**src/rtl/hazard_pkg.sv**
```systemverilog
// Shared types, constants and helpers for the load-use hazard / stall controller.
package hazard_pkg;

    localparam int REG_ADDR_W_DEF = 5;
    localparam int ZERO_REG       = 0;
    localparam int WAIT_W         = 4;

    typedef enum logic {
        RUN       = 1'b0,
        LOAD_WAIT = 1'b1
    } state_t;

    // Increment v, holding at all-ones of a w-bit counter (w <= 32).
    function automatic logic [31:0] sat_inc(input logic [31:0] v, input int unsigned w);
        logic [63:0] top;
        top = (64'd1 << w) - 64'd1;
        return ({32'd0, v} >= top) ? v : v + 32'd1;
    endfunction

endpackage

```
**src/rtl/hazard_reg_match.sv**
```systemverilog
// Compares one source register specifier against one producer destination,
// qualified by the source's use-enable and excluding register $0.
module hazard_reg_match
    import hazard_pkg::*;
#(
    parameter int W = REG_ADDR_W_DEF
) (
    input  logic [W-1:0] src,
    input  logic         use_src,
    input  logic [W-1:0] dst,
    output logic         match
);

    assign match = use_src & (src == dst) & (src != W'(ZERO_REG));

endmodule

```
**src/rtl/hazard_stall_ctrl.sv**
```systemverilog
// Load-use hazard detector with a configurable load latency, branch flush
// arbitration and saturating statistics. Optional macro HAZARD_BRANCH_OPERAND_EN
// adds branch-operand hazards against EX and MEM producers.
//
// state     | meaning
// RUN       | normal issue; stall only when a hazard is detected this cycle
// LOAD_WAIT | holding the stall until wait_cnt runs out
module hazard_stall_ctrl
    import hazard_pkg::*;
#(
    parameter int REG_ADDR_W = REG_ADDR_W_DEF,
    parameter int LOAD_LAT   = 1,
    parameter int CNT_W      = 16
) (
    input  logic                  clk_i,
    input  logic                  rst_i,
`ifdef HAZARD_BRANCH_OPERAND_EN
    input  logic                  id_ex_regwrite_i,
    input  logic [REG_ADDR_W-1:0] id_ex_rd_i,
    input  logic                  ex_mem_memread_i,
    input  logic [REG_ADDR_W-1:0] ex_mem_rt_i,
    input  logic                  if_id_branch_i,
`endif
    input  logic [REG_ADDR_W-1:0] if_id_rs_i,
    input  logic [REG_ADDR_W-1:0] if_id_rt_i,
    input  logic                  if_id_use_rs_i,
    input  logic                  if_id_use_rt_i,
    input  logic [REG_ADDR_W-1:0] id_ex_rt_i,
    input  logic                  id_ex_memread_i,
    input  logic                  branch_taken_i,
    output logic                  pc_write_o,
    output logic                  if_id_write_o,
    output logic                  id_ex_flush_o,
    output logic                  if_id_flush_o,
    output logic                  hazard_o,
    output logic [CNT_W-1:0]      stall_cnt_o,
    output logic [CNT_W-1:0]      flush_cnt_o
);

    localparam logic              MULTI    = (LOAD_LAT > 1);
    localparam logic [WAIT_W-1:0] LAT_M1   = WAIT_W'(LOAD_LAT - 1);

    state_t            state;
    logic [WAIT_W-1:0] wait_cnt;
    logic              rs_ld, rt_ld, detect;
    logic              run_stall, enter_wait;
    logic [WAIT_W-1:0] wait_load;
    logic              stall, flush;

    hazard_reg_match #(.W(REG_ADDR_W)) u_rs_ld (
        .src(if_id_rs_i), .use_src(if_id_use_rs_i), .dst(id_ex_rt_i), .match(rs_ld)
    );
    hazard_reg_match #(.W(REG_ADDR_W)) u_rt_ld (
        .src(if_id_rt_i), .use_src(if_id_use_rt_i), .dst(id_ex_rt_i), .match(rt_ld)
    );

    assign detect = id_ex_memread_i & (rs_ld | rt_ld);

`ifdef HAZARD_BRANCH_OPERAND_EN
    localparam logic [WAIT_W-1:0] LAT_FULL = WAIT_W'(LOAD_LAT);

    logic rs_alu, rt_alu, rs_mem, rt_mem;
    logic br_alu, br_mem, br_ld;

    hazard_reg_match #(.W(REG_ADDR_W)) u_rs_alu (
        .src(if_id_rs_i), .use_src(if_id_use_rs_i), .dst(id_ex_rd_i), .match(rs_alu)
    );
    hazard_reg_match #(.W(REG_ADDR_W)) u_rt_alu (
        .src(if_id_rt_i), .use_src(if_id_use_rt_i), .dst(id_ex_rd_i), .match(rt_alu)
    );
    hazard_reg_match #(.W(REG_ADDR_W)) u_rs_mem (
        .src(if_id_rs_i), .use_src(if_id_use_rs_i), .dst(ex_mem_rt_i), .match(rs_mem)
    );
    hazard_reg_match #(.W(REG_ADDR_W)) u_rt_mem (
        .src(if_id_rt_i), .use_src(if_id_use_rt_i), .dst(ex_mem_rt_i), .match(rt_mem)
    );

    assign br_alu = if_id_branch_i & id_ex_regwrite_i & ~id_ex_memread_i & (rs_alu | rt_alu);
    assign br_mem = if_id_branch_i & ex_mem_memread_i & (rs_mem | rt_mem);
    // A branch behind an EX load needs one cycle more than a normal consumer.
    assign br_ld  = if_id_branch_i & detect;

    assign run_stall  = detect | br_alu | br_mem;
    assign enter_wait = br_ld | (detect & MULTI);
    assign wait_load  = br_ld ? LAT_FULL : LAT_M1;
`else
    assign run_stall  = detect;
    assign enter_wait = detect & MULTI;
    assign wait_load  = LAT_M1;
`endif

    always_ff @(posedge clk_i or negedge rst_i) begin
        if (!rst_i) begin
            state    <= RUN;
            wait_cnt <= '0;
        end else begin
            case (state)
                RUN: begin
                    if (enter_wait) begin
                        state    <= LOAD_WAIT;
                        wait_cnt <= wait_load;
                    end
                end
                LOAD_WAIT: begin
                    wait_cnt <= wait_cnt - 1'b1;
                    if (wait_cnt == WAIT_W'(1)) begin
                        state <= RUN;
                    end
                end
                default: begin
                    state    <= RUN;
                    wait_cnt <= '0;
                end
            endcase
        end
    end

    // Reset gates the controls so an in-flight stall is dropped immediately.
    assign stall = rst_i & ((state == LOAD_WAIT) | run_stall);
    assign flush = rst_i & branch_taken_i & ~stall;

    assign pc_write_o    = ~stall;
    assign if_id_write_o = ~stall;
    assign id_ex_flush_o = stall;
    assign hazard_o      = stall;
    assign if_id_flush_o = flush;

    always_ff @(posedge clk_i or negedge rst_i) begin
        if (!rst_i) begin
            stall_cnt_o <= '0;
            flush_cnt_o <= '0;
        end else begin
            if (stall) begin
                stall_cnt_o <= CNT_W'(sat_inc(32'(stall_cnt_o), CNT_W));
            end
            if (flush) begin
                flush_cnt_o <= CNT_W'(sat_inc(32'(flush_cnt_o), CNT_W));
            end
        end
    end

endmodule

```
**config.mk**
```make
export PLATFORM = sky130hd
export DESIGN_NAME = hazard_stall_ctrl
export DESIGN_NICKNAME = d
export VERILOG_FILES = /design/src/rtl/hazard_pkg.sv /design/src/rtl/hazard_reg_match.sv /design/src/rtl/hazard_stall_ctrl.sv
export SDC_FILE = /design/constraint.sdc
export NUM_CORES = 1
export LEC_CHECK = 0
export ABC_AREA = 1
export BUFFER_PORTS_ARGS = -buffer_cell sky130_fd_sc_hd__buf_2
export CORE_ASPECT_RATIO = 2
export CORE_UTILIZATION = 49
export CTS_CLUSTER_SIZE = 14
export DETAILED_ROUTE_END_ITERATION = 16
export MAX_ROUTING_LAYER = met4
export PLACE_DENSITY_LB_ADDON = 0.08
export SLEW_MARGIN = 40
export SYNTH_ARGS = -nofsm -noshare
export SYNTH_HDL_FRONTEND = slang
export SYNTH_SLANG_ARGS = --single-unit
```
**constraint.sdc**
```tcl
create_clock -name clk_i -period 1.4 [get_ports clk_i]
set_input_delay 0.14 -clock clk_i [delete_from_list [all_inputs] [get_ports clk_i]]
set_output_delay 0.14 -clock clk_i [all_outputs]
set_load 0.05 [all_outputs]
```
; Word level (Yosys, flattened, before mapping)
; Cells that the tools add are included.
[totals]
register_bits = 37
out_inout_bits = 37
word_cells = 33
[classes]
n_addsub = 3
magnitude_cmp = 2
n_eq_ne = 3
mux = 3
n_bitwise = 14
n_reduce_logical = 4
[ops]
columns = op, count
row1 = adder 16 x 1 -> 16 bit (second input constant), 2
row2 = greater-or-equal comparator 16 bit (second input constant), 2
row3 = == test 5 bit, 2
row4 = nonzero test 5 bit, 2
row5 = AND 1 bit, 8
row6 = == test 4 x 1 -> 1 bit (second input constant), 1
row7 = two-way mux 4 bit, 1
row8 = inverter 1 bit, 4
row9 = AND reduction 2 bit, 2
row10 = subtractor 4 x 1 -> 4 bit (second input constant), 1
row11 = OR 1 bit, 2
row12 = one-hot mux 1 bit (2 select lines), 1
row13 = two-way mux 1 bit, 1

; Longest topological paths before layout
; Gate-level depths: netlist of the first run.
[logic_depth]
depth_word = 10
depth_mapped = 12

; Cells and area by module
; A second synthesis of the first run with hierarchy kept.
[hier_totals]
hier_cells = 372
hier_area_um2 = 2501.1
[modules_own_cells]
columns = module, instances, cells_each, area_each_um2
row1 = hazard_stall_ctrl, 1, 320, 2288.4
row2 = hazard_reg_match, 2, 26, 106.4

; Worst setup path after synthesis of the first run
; No wires, ideal clock.
[synth_timing]
kind = input-to-output
start = input port id_ex_rt_i[4]
end = output port id_ex_flush_o
t_arrival_ns = 1.973
required_time_ns = 1.260
setup_slack_ns = -0.713
path_stages = 12
n_path_buf = 2
cell_sequence = inv_1 -> nand2_1 -> nand2_1 -> nor2_1 -> nand4_1 -> nand2_1 -> nand2_2 -> nand2_4 -> buf_4 -> nand2_1 -> inv_1 -> buf_4
[synth_via]
elab_chain_cells = 7
[synth_rtl]
columns = element, line_no
row1 = "start, declared", hazard_stall_ctrl.sv:28  ; input logic [REG_ADDR_W-1:0] id_ex_rt_i,
row2 = == test 5 bit, hazard_reg_match.sv:14  ; assign match = use_src & (src == dst) & (src != W'(ZERO_REG));
row3 = AND 1 bit (2 in a row), hazard_reg_match.sv:14
row4 = OR 1 bit *, hazard_stall_ctrl.sv:57  ; assign detect = id_ex_memread_i & (rs_ld | rt_ld);
row5 = AND 1 bit *, hazard_stall_ctrl.sv:57
row6 = OR 1 bit *, hazard_stall_ctrl.sv:119  ; assign stall = rst_i & ((state == LOAD_WAIT) | run_stall);
row7 = AND 1 bit *, hazard_stall_ctrl.sv:119
row8 = "end, declared", hazard_stall_ctrl.sv:33  ; output logic id_ex_flush_o,
; Every way passes the cells marked *; elsewhere a longest branch is shown, timed or not.

; Final worst setup path of the first run
[layout_timing]
start = register flush_cnt_o[1]
end = register flush_cnt_o[15]
[layout_via]
elab_chain_cells = 3
[layout_rtl]
columns = element, line_no
row1 = "start, declared", hazard_stall_ctrl.sv:37  ; output logic [CNT_W-1:0] flush_cnt_o
row2 = "start signal, assigned", hazard_stall_ctrl.sv:137  ; flush_cnt_o <= CNT_W'(sat_inc(32'(flush_cnt_o), CNT_W));
row3 = greater-or-equal comparator 16 bit, hazard_pkg.sv:17  ; return ({32'd0, v} >= top) ? v : v + 32'd1;
row4 = inverter 1 bit (no line), --
row5 = AND reduction 2 bit (no line), --
; Parallel ways exist; a longest one is shown, timed or not.
; A chain may end at the register's enable or synchronous reset.

==> results_dict.tcl, run 1 <==
set metrics [dict create \
    synth_enable_flop_cells 0 \
    register_area_share_after_synthesis_pct 35.7 \
    route.antenna.remaining_nets 0 \
    cts-htree-levels 2 \
    avgRoutedWirePerCell_um 15.3 \
    p_leak_nw 2.13 \
    global_route_wire_length_before_repair_mm 12.3 \
    violations "hold timing, setup timing" \
    tritoncts_sinks 37 \
    most-common-layout-cells "nand2_1 (107), buf_4 (74), buf_2 (49)" \
    ys_types 32 \
    mean_syn_cell_area_um2 7.33 \
    maximum_number_of_pins_on_one_net_before_global_route_repair 38 \
    syn_inst 354 \
    post-route-cell-area_um2 3940 \
    setup_violators_final 32 \
    fp-row-count 37 \
    post-synth-top-area-cell "dfrtp_1" \
    holdWs_ns -0.00584 \
    io_pins 58 \
    required_time_of_the_critical_path_ns 1.63 \
    core-area_um2 5140 \
    ir_drop_mv 1.12 \
    grt_use_met3_pct 3.64 \
    final_net_count 510 \
    finalHoldViolCount 23 \
    period_share_pct 112 \
    dieArea_um2 5610 \
    status "finished, violations left" \
    max-clock-path-buffers 2 \
    ys_warn_count 0 \
    timing.final.ws_setup_ns -0.167 \
    globalRouteTotalUtil_pct 30.8 \
    post_route_cells_drive_above_1_share_pct 45.3 \
    clkLatencyLatePin_ns 0.29 \
    yosysTopAreaCellShare_pct 35.7 \
    layout.cells.most_common "nand2_1" \
    drv.max_cap_violation_count 0 \
    drt_pass1_iterations 5 \
    worst-slew-pin-transition_ns 0.321 \
    die_height_um 105 \
    grt_antenna_before_repair 0 \
    fin_max_slew_vios 0 \
    cts-buffers-inserted 5 \
    clock_pin_slew_reported_for_the_worst_setup_and_hold_paths_after_clock_tree_synthesis_ns 0.08 \
    postSynth.topFlopCell "dfrtp_1" \
    crit_fanout 8 \
    via_count_of_the_first_global_routing_pass 2895 \
    setup.worst_path.start_class "flip-flop" \
    area_growth_pct 51.7 \
    dr_total_vias 2928 \
    overflow 0 \
    clock_tree_from_tritoncts "yes" \
    clock_tree.root_cell "clkbuf_8" \
    critical_path.endpoint_type "flip-flop" \
    synth.ff_latch_count 37 \
    num_antenna_cells 0 \
    busiest_layer "met2" \
    ys_async_sr_fraction_pct 100 \
    power_density_over_the_cells_nw_per_um2 862 \
    worstSetupPathType "reg -> reg" \
    slew-limit-headroom_pct 78.4 \
    grt_util_met2_pct 59.1 \
    total_routed_wirelength_mm 8.35 \
    dp_hpwl_mm 5.89 \
    period_needed_ns 1.57 \
    start_util_pct 50.5 \
    via_density_per_instance 5.38 \
    die_w_um 53.5 \
    rsz0062_at_grt "true" \
    pre_cts_ws_ns -0.125 \
    drc 0 \
    worstPathArrival_ns 1.80 \
    mappedNetlistNets 379 \
    placed_standard_cell_area_um2 3560 \
    grt.met1_usage_pct 28.2 \
    synth_area_leaders "dfrtp_1 (36%), nand2_1 (18%), nand4_1 (8.7%)" \
    drt_iter0_drc 64 \
    min_path_type "in -> async" \
    maxClockFrequency_mhz 638 \
    gpl.final_weighted_congestion 0.975 \
    fin_skew_ns 0.00476 \
    syn-cell-area_um2 2600 \
    port-buffer-count 57 \
]
==> synth_stat cells (2+ instances only) <==
library cell and n:
xor2_1 24, nor2_1 24, nand4_4 2, inv_1 38, buf_4 3, dfrtp_1 37
nand2_2 2, o21ai_1 2, clkbuf_1 2, inv_2 5, xnor2_1 6, nor3_1 7
nor2_2 2, ha_1 4, buf_2 5, nand4_1 36, nor3_4 2, nand3_1 17
nand2_1 123
==> sequential cells by signal, indices dropped and copies added, names as in the netlist <==
register	flops
wait_cnt	4
state	1
stall_cnt_o	16
flush_cnt_o	16
==> worst max-delay path, cell delays in order (launching register included) <==
cell,delay [ns]
dfrtp_2,0.40
ha_4,0.16
nand2_4,0.06
nor3_4,0.17
nand3_2,0.08
nand3b_4,0.19
nand4_4,0.12
clkbuf_16,0.18
nand2_2,0.06
nand2_1,0.09
==> cell type report <==
cell class	count	area, um^2
well taps	58	72.6
flip-flops and latches	37	961
multi-input cells	262	1620
clock buffers	5	68.8
clock inverters	3	65.1
inverters	44	174
fillers	398	1200
repair buffers	135	980
==> kinds of logic (layout without fill, tap and decap cells) <==
logic type,count (synthesis),count (layout),share of synthesized area [%]
AND/OR/NAND/NOR,222,223,41.7
buffers and inverters,56,187,9.49
adder cells (fa/ha/maj),4,4,1.93
XOR/XNOR,30,30,10.1
AO/OA/AOI/OAI,5,5,1.11
flip-flops,37,37,35.7
==> power breakdown <==
group          switching [W]  internal [W]  leakage [nW]  total [W]
clock network       0.000410      0.000708        0.0681    0.00112
registers          0.0000976       0.00116         0.465    0.00125
logic               0.000641      0.000384          1.60    0.00102
==> repair_timing <==
| item | in CTS | in global routing |
|---|---|---|
| buffers inserted | 4 | 4 |
| endpoints found under the hold margin | 23 | 23 |
| endpoints found under the setup margin | 37 | 37 |
| pin swaps | 27 | 17 |
| gates resized for setup | 20 | 19 |
| cloned | 1 | 1 |
==> metal layers <==
layer	part of all wire (%)	wire length, um
met1	34	2850
met2	59	4920
met3	2.7	224
met4	4.2	353
met5	0	0
==> through the flow <==
| stage | utilization (%) | setup TNS (ns) | instances | power (W) | hold slack, ns |
|---|---|---|---|---|---|
| 6_report | 76.6 | -2.77 | 544 | 0.00340 | -0.00584 |
| 2_1_floorplan | - | -7.58 | 354 | 0.00187 | -0.156 |
| 3_3_place_gp | 69.2 | -2.48 | 525 | 0.00222 | 0.156 |
| 5_1_grt | 76.6 | -5.42 | 544 | 0.00353 | 0.00638 |
| 3_5_place_dp | 69.2 | -3.24 | 525 | 0.00223 | 0.153 |
| 4_1_cts | 73.8 | -2.35 | 538 | 0.00336 | -0.150 |
==> final timing paths <==
path | cells past startpoint | endpoint | from | slack (ns)
setup reg to reg | 9 | flush_cnt_o[15]$_DFFE_PN0P_ | flush_cnt_o[1]$_DFFE_PN0P_ | -0.17
min in group clk_i | 4 | stall_cnt_o[12]$_DFFE_PN0P_ | rst_i | 0.30
hold reg to reg | 1 | wait_cnt[3]$_DFFE_PN0P_ | wait_cnt[3]$_DFFE_PN0P_ | 0.48
setup / recovery | 9 | flush_cnt_o[15]$_DFFE_PN0P_ | flush_cnt_o[1]$_DFFE_PN0P_ | -0.17
hold / removal | 3 | flush_cnt_o[14]$_DFFE_PN0P_ | rst_i | -0.006
max in group asynchronous | 3 | stall_cnt_o[2]$_DFFE_PN0P_ | rst_i | 1.11
No activity file was read; power rests on OpenSTA's default activity.
==> run 2: changes to the inputs <==
Settings changed: CORE_MARGIN set to 2.
==> run 2 against run 1 <==
- the flow finishes with violations (setup timing)
- count of clock-buffer cells in the layout did not move
- worst hold slack improved by 0.020 ns
- first-iteration DRC count rose by 69%
- total power fell by 10%
- utilization fell by 0.61 points
- non-clock buffer count did not move
- critical endpoint is now flush_cnt_o[3]$_DFFE_PN0P_
- largest power group unchanged
- highest routed layer unchanged
==> results_dict.tcl, run 2 (synthesis gave the netlist of run 1 again) <==
set metrics [dict create \
    violations "setup timing" \
    dr_total_vias 2920 \
    drt_pass1_iterations 6 \
    drt_iter0_drc 108 \
    comb_power_share_pct 34.4 \
    port-buffer-count 57 \
    rsz0062_at_grt "true" \
    fillCellCount 412 \
    maximum_number_of_pins_on_one_net_before_global_route_repair 31 \
    sw_frac_of_total_pct 38.0 \
    period_share_pct 106 \
    timing.final.ws_setup_ns -0.0891 \
    total_routed_wirelength_mm 8.02 \
    layout_top_registers "flush_cnt_o x16, stall_cnt_o x16, wait_cnt x4" \
    fin_skew_ns 0.00926 \
    clock_pin_slew_reported_for_the_worst_setup_and_hold_paths_after_clock_tree_synthesis_ns 0.07 \
    num_antenna_cells 0 \
    worst-slew-pin-transition_ns 0.333 \
    cts-buffers-inserted 5 \
    pre_cts_ws_ns -0.109 \
    start_util_pct 50.5 \
    fin_max_slew_vios 0 \
    dp_hpwl_mm 5.79 \
    r2r_cells 9 \
    critPathSlowestCell "dfrtp_2" \
    clock_tree.root_cell "clkbuf_8" \
    core-area_um2 5140 \
    dieArea_um2 5930 \
    required_time_of_the_critical_path_ns 1.63 \
    clock_tree_from_tritoncts "yes" \
    timing.critical_path.depth 9 \
    die_height_um 107 \
    worstSetupPathType "reg -> reg" \
    maxClockFrequency_mhz 672 \
    multi_input_comb_area_um2 1600 \
    route.antenna.remaining_nets 0 \
    period_needed_ns 1.49 \
    globalRouteTotalUtil_pct 28.5 \
    fp-row-count 37 \
    grt_antenna_before_repair 0 \
    power.share.sequential_pct 41.1 \
    drc 0 \
    p_sw_w 0.00116 \
    library_cell_appearing_most_often_on_the_critical_path "nand2_1" \
    most-common-layout-cells "nand2_1 (110), buf_4 (68), buf_2 (50)" \
    global_route_wire_length_before_repair_mm 12.9 \
    layout.cells.most_common "nand2_1" \
    pwr-share-clk_pct 24.5 \
    max-clock-path-buffers 2 \
    ir_drop_mv 1.14 \
    final_net_count 510 \
    finalHoldViolCount 0 \
    drv.max_cap_violation_count 0 \
    worstPathArrival_ns 1.72 \
    slew-limit-headroom_pct 77.7 \
    overflow 0 \
    crit_buf_inv 1 \
    setup_violators_final 32 \
    die_w_um 55.5 \
    setup.worst_path.start_class "flip-flop" \
    register_area_um2 962 \
    critical_path.endpoint_type "flip-flop" \
    power_density_over_the_cells_nw_per_um2 783 \
    via_count_of_the_first_global_routing_pass 2969 \
    via_density_per_instance 5.37 \
    power_report.internal_total_w 0.00190 \
    cts-htree-levels 2 \
    clkLatencyLatePin_ns 0.30 \
    post_route_cells_drive_above_1_share_pct 45.7 \
    path_cells "ha_4, nand2_4, nor3_4, nand3_1, nand3b_4, nand4_4, clkbuf_16, nand2_1, nand2_1" \
    area_growth_pct 50.5 \
    gpl.final_weighted_congestion 0.941 \
    p_leak_nw 2.10 \
    total_power_w 0.00306 \
    avgRoutedWirePerCell_um 14.7 \
    critical-path-max-stage-delay_ns 0.39 \
    min_path_type "in -> async" \
    crit_fanout 8 \
    cp_top_family "simple AND/OR/NAND/NOR gates" \
    tritoncts_sinks 37 \
    status "finished, violations left" \
    io_pins 58 \
]
## run 2: changes by cell type in the layout (fill, tap and decap cells not counted), sizes merged
cell	delta
dlygate4sd3	+1
clkinv	+1
clkinvlp	+1
bufinv	-2
buf	-1
## run 2: final timing paths
kind | from | end | slack, ns
worst min register to register | wait_cnt[3]$_DFFE_PN0P_ | wait_cnt[3]$_DFFE_PN0P_ | 0.49
max in group asynchronous | rst_i | flush_cnt_o[12]$_DFFE_PN0P_ | 0.65
worst min-delay path | rst_i | stall_cnt_o[15]$_DFFE_PN0P_ | 0.01
min in group clk_i | rst_i | stall_cnt_o[2]$_DFFE_PN0P_ | 0.30
worst max-delay path | flush_cnt_o[1]$_DFFE_PN0P_ | flush_cnt_o[3]$_DFFE_PN0P_ | -0.09
worst max register to register | flush_cnt_o[1]$_DFFE_PN0P_ | flush_cnt_o[3]$_DFFE_PN0P_ | -0.09
## run 2: repair_timing
item	CTS	global route
gates resized for setup	17	26
gates cloned	1	1
setup buffers	6	5
setup endpoints to repair	37	37
hold buffers	2	0
endpoints found under the hold margin	37	0
pin swaps	24	23
## run 2: area by class of cell
cell class | count | share of cell area [%]
inverter | 44 | 4.45
clock buffer | 5 | 1.76
tap | 58 | 1.86
timing repair buffer | 135 | 26.0
clock inverter | 3 | 0.448
multi-input combinational | 262 | 40.9
sequential | 37 | 24.6
## run 2: metrics by stage
stage	utilization (%)	cells	setup TNS (ns)	area [um^2]	hold WS, ns
2_1_floorplan	-	354	-7.58	2770	-0.156
3_3_place_gp	68.9	521	-2.36	3540	0.146
3_5_place_dp	68.9	521	-2.95	3540	0.143
4_1_cts	73.2	538	-1.64	3760	0.0160
5_1_grt	76.0	544	-4.37	3910	0.0194
6_report	76.0	544	-1.68	3910	0.0145
## run 2: per-layer routing
metal | global-route usage (%) | vias to the layer above | routed length (um)
li1 | - | 1405 | -
met1 | 26.0 | 1379 | 2670
met2 | 55.4 | 106 | 4730
met3 | 3.38 | 30 | 248
met4 | 15.2 | 0 | 365
met5 | - | - | 0
## run 2: worst reg2reg max path, delay by kind of cell (launching register included)
kind	cells	cell delay, ns
buf+inv	1	0.18
simple gates	7	0.72
flops	1	0.39
fa+ha+maj	1	0.15
## run 2: power by group through the flow
| stage | clock network [W] | logic, W | registers [W] |
|---|---|---|---|
| floorplan | 0 | 0.000300 | 0.00157 |
| global placement | 0 | 0.000972 | 0.00127 |
| detailed placement | 0 | 0.000996 | 0.00127 |
| finish | 0.000749 | 0.00105 | 0.00126 |
| global route | 0.000818 | 0.00112 | 0.00126 |
| CTS | 0.000772 | 0.00102 | 0.00125 |
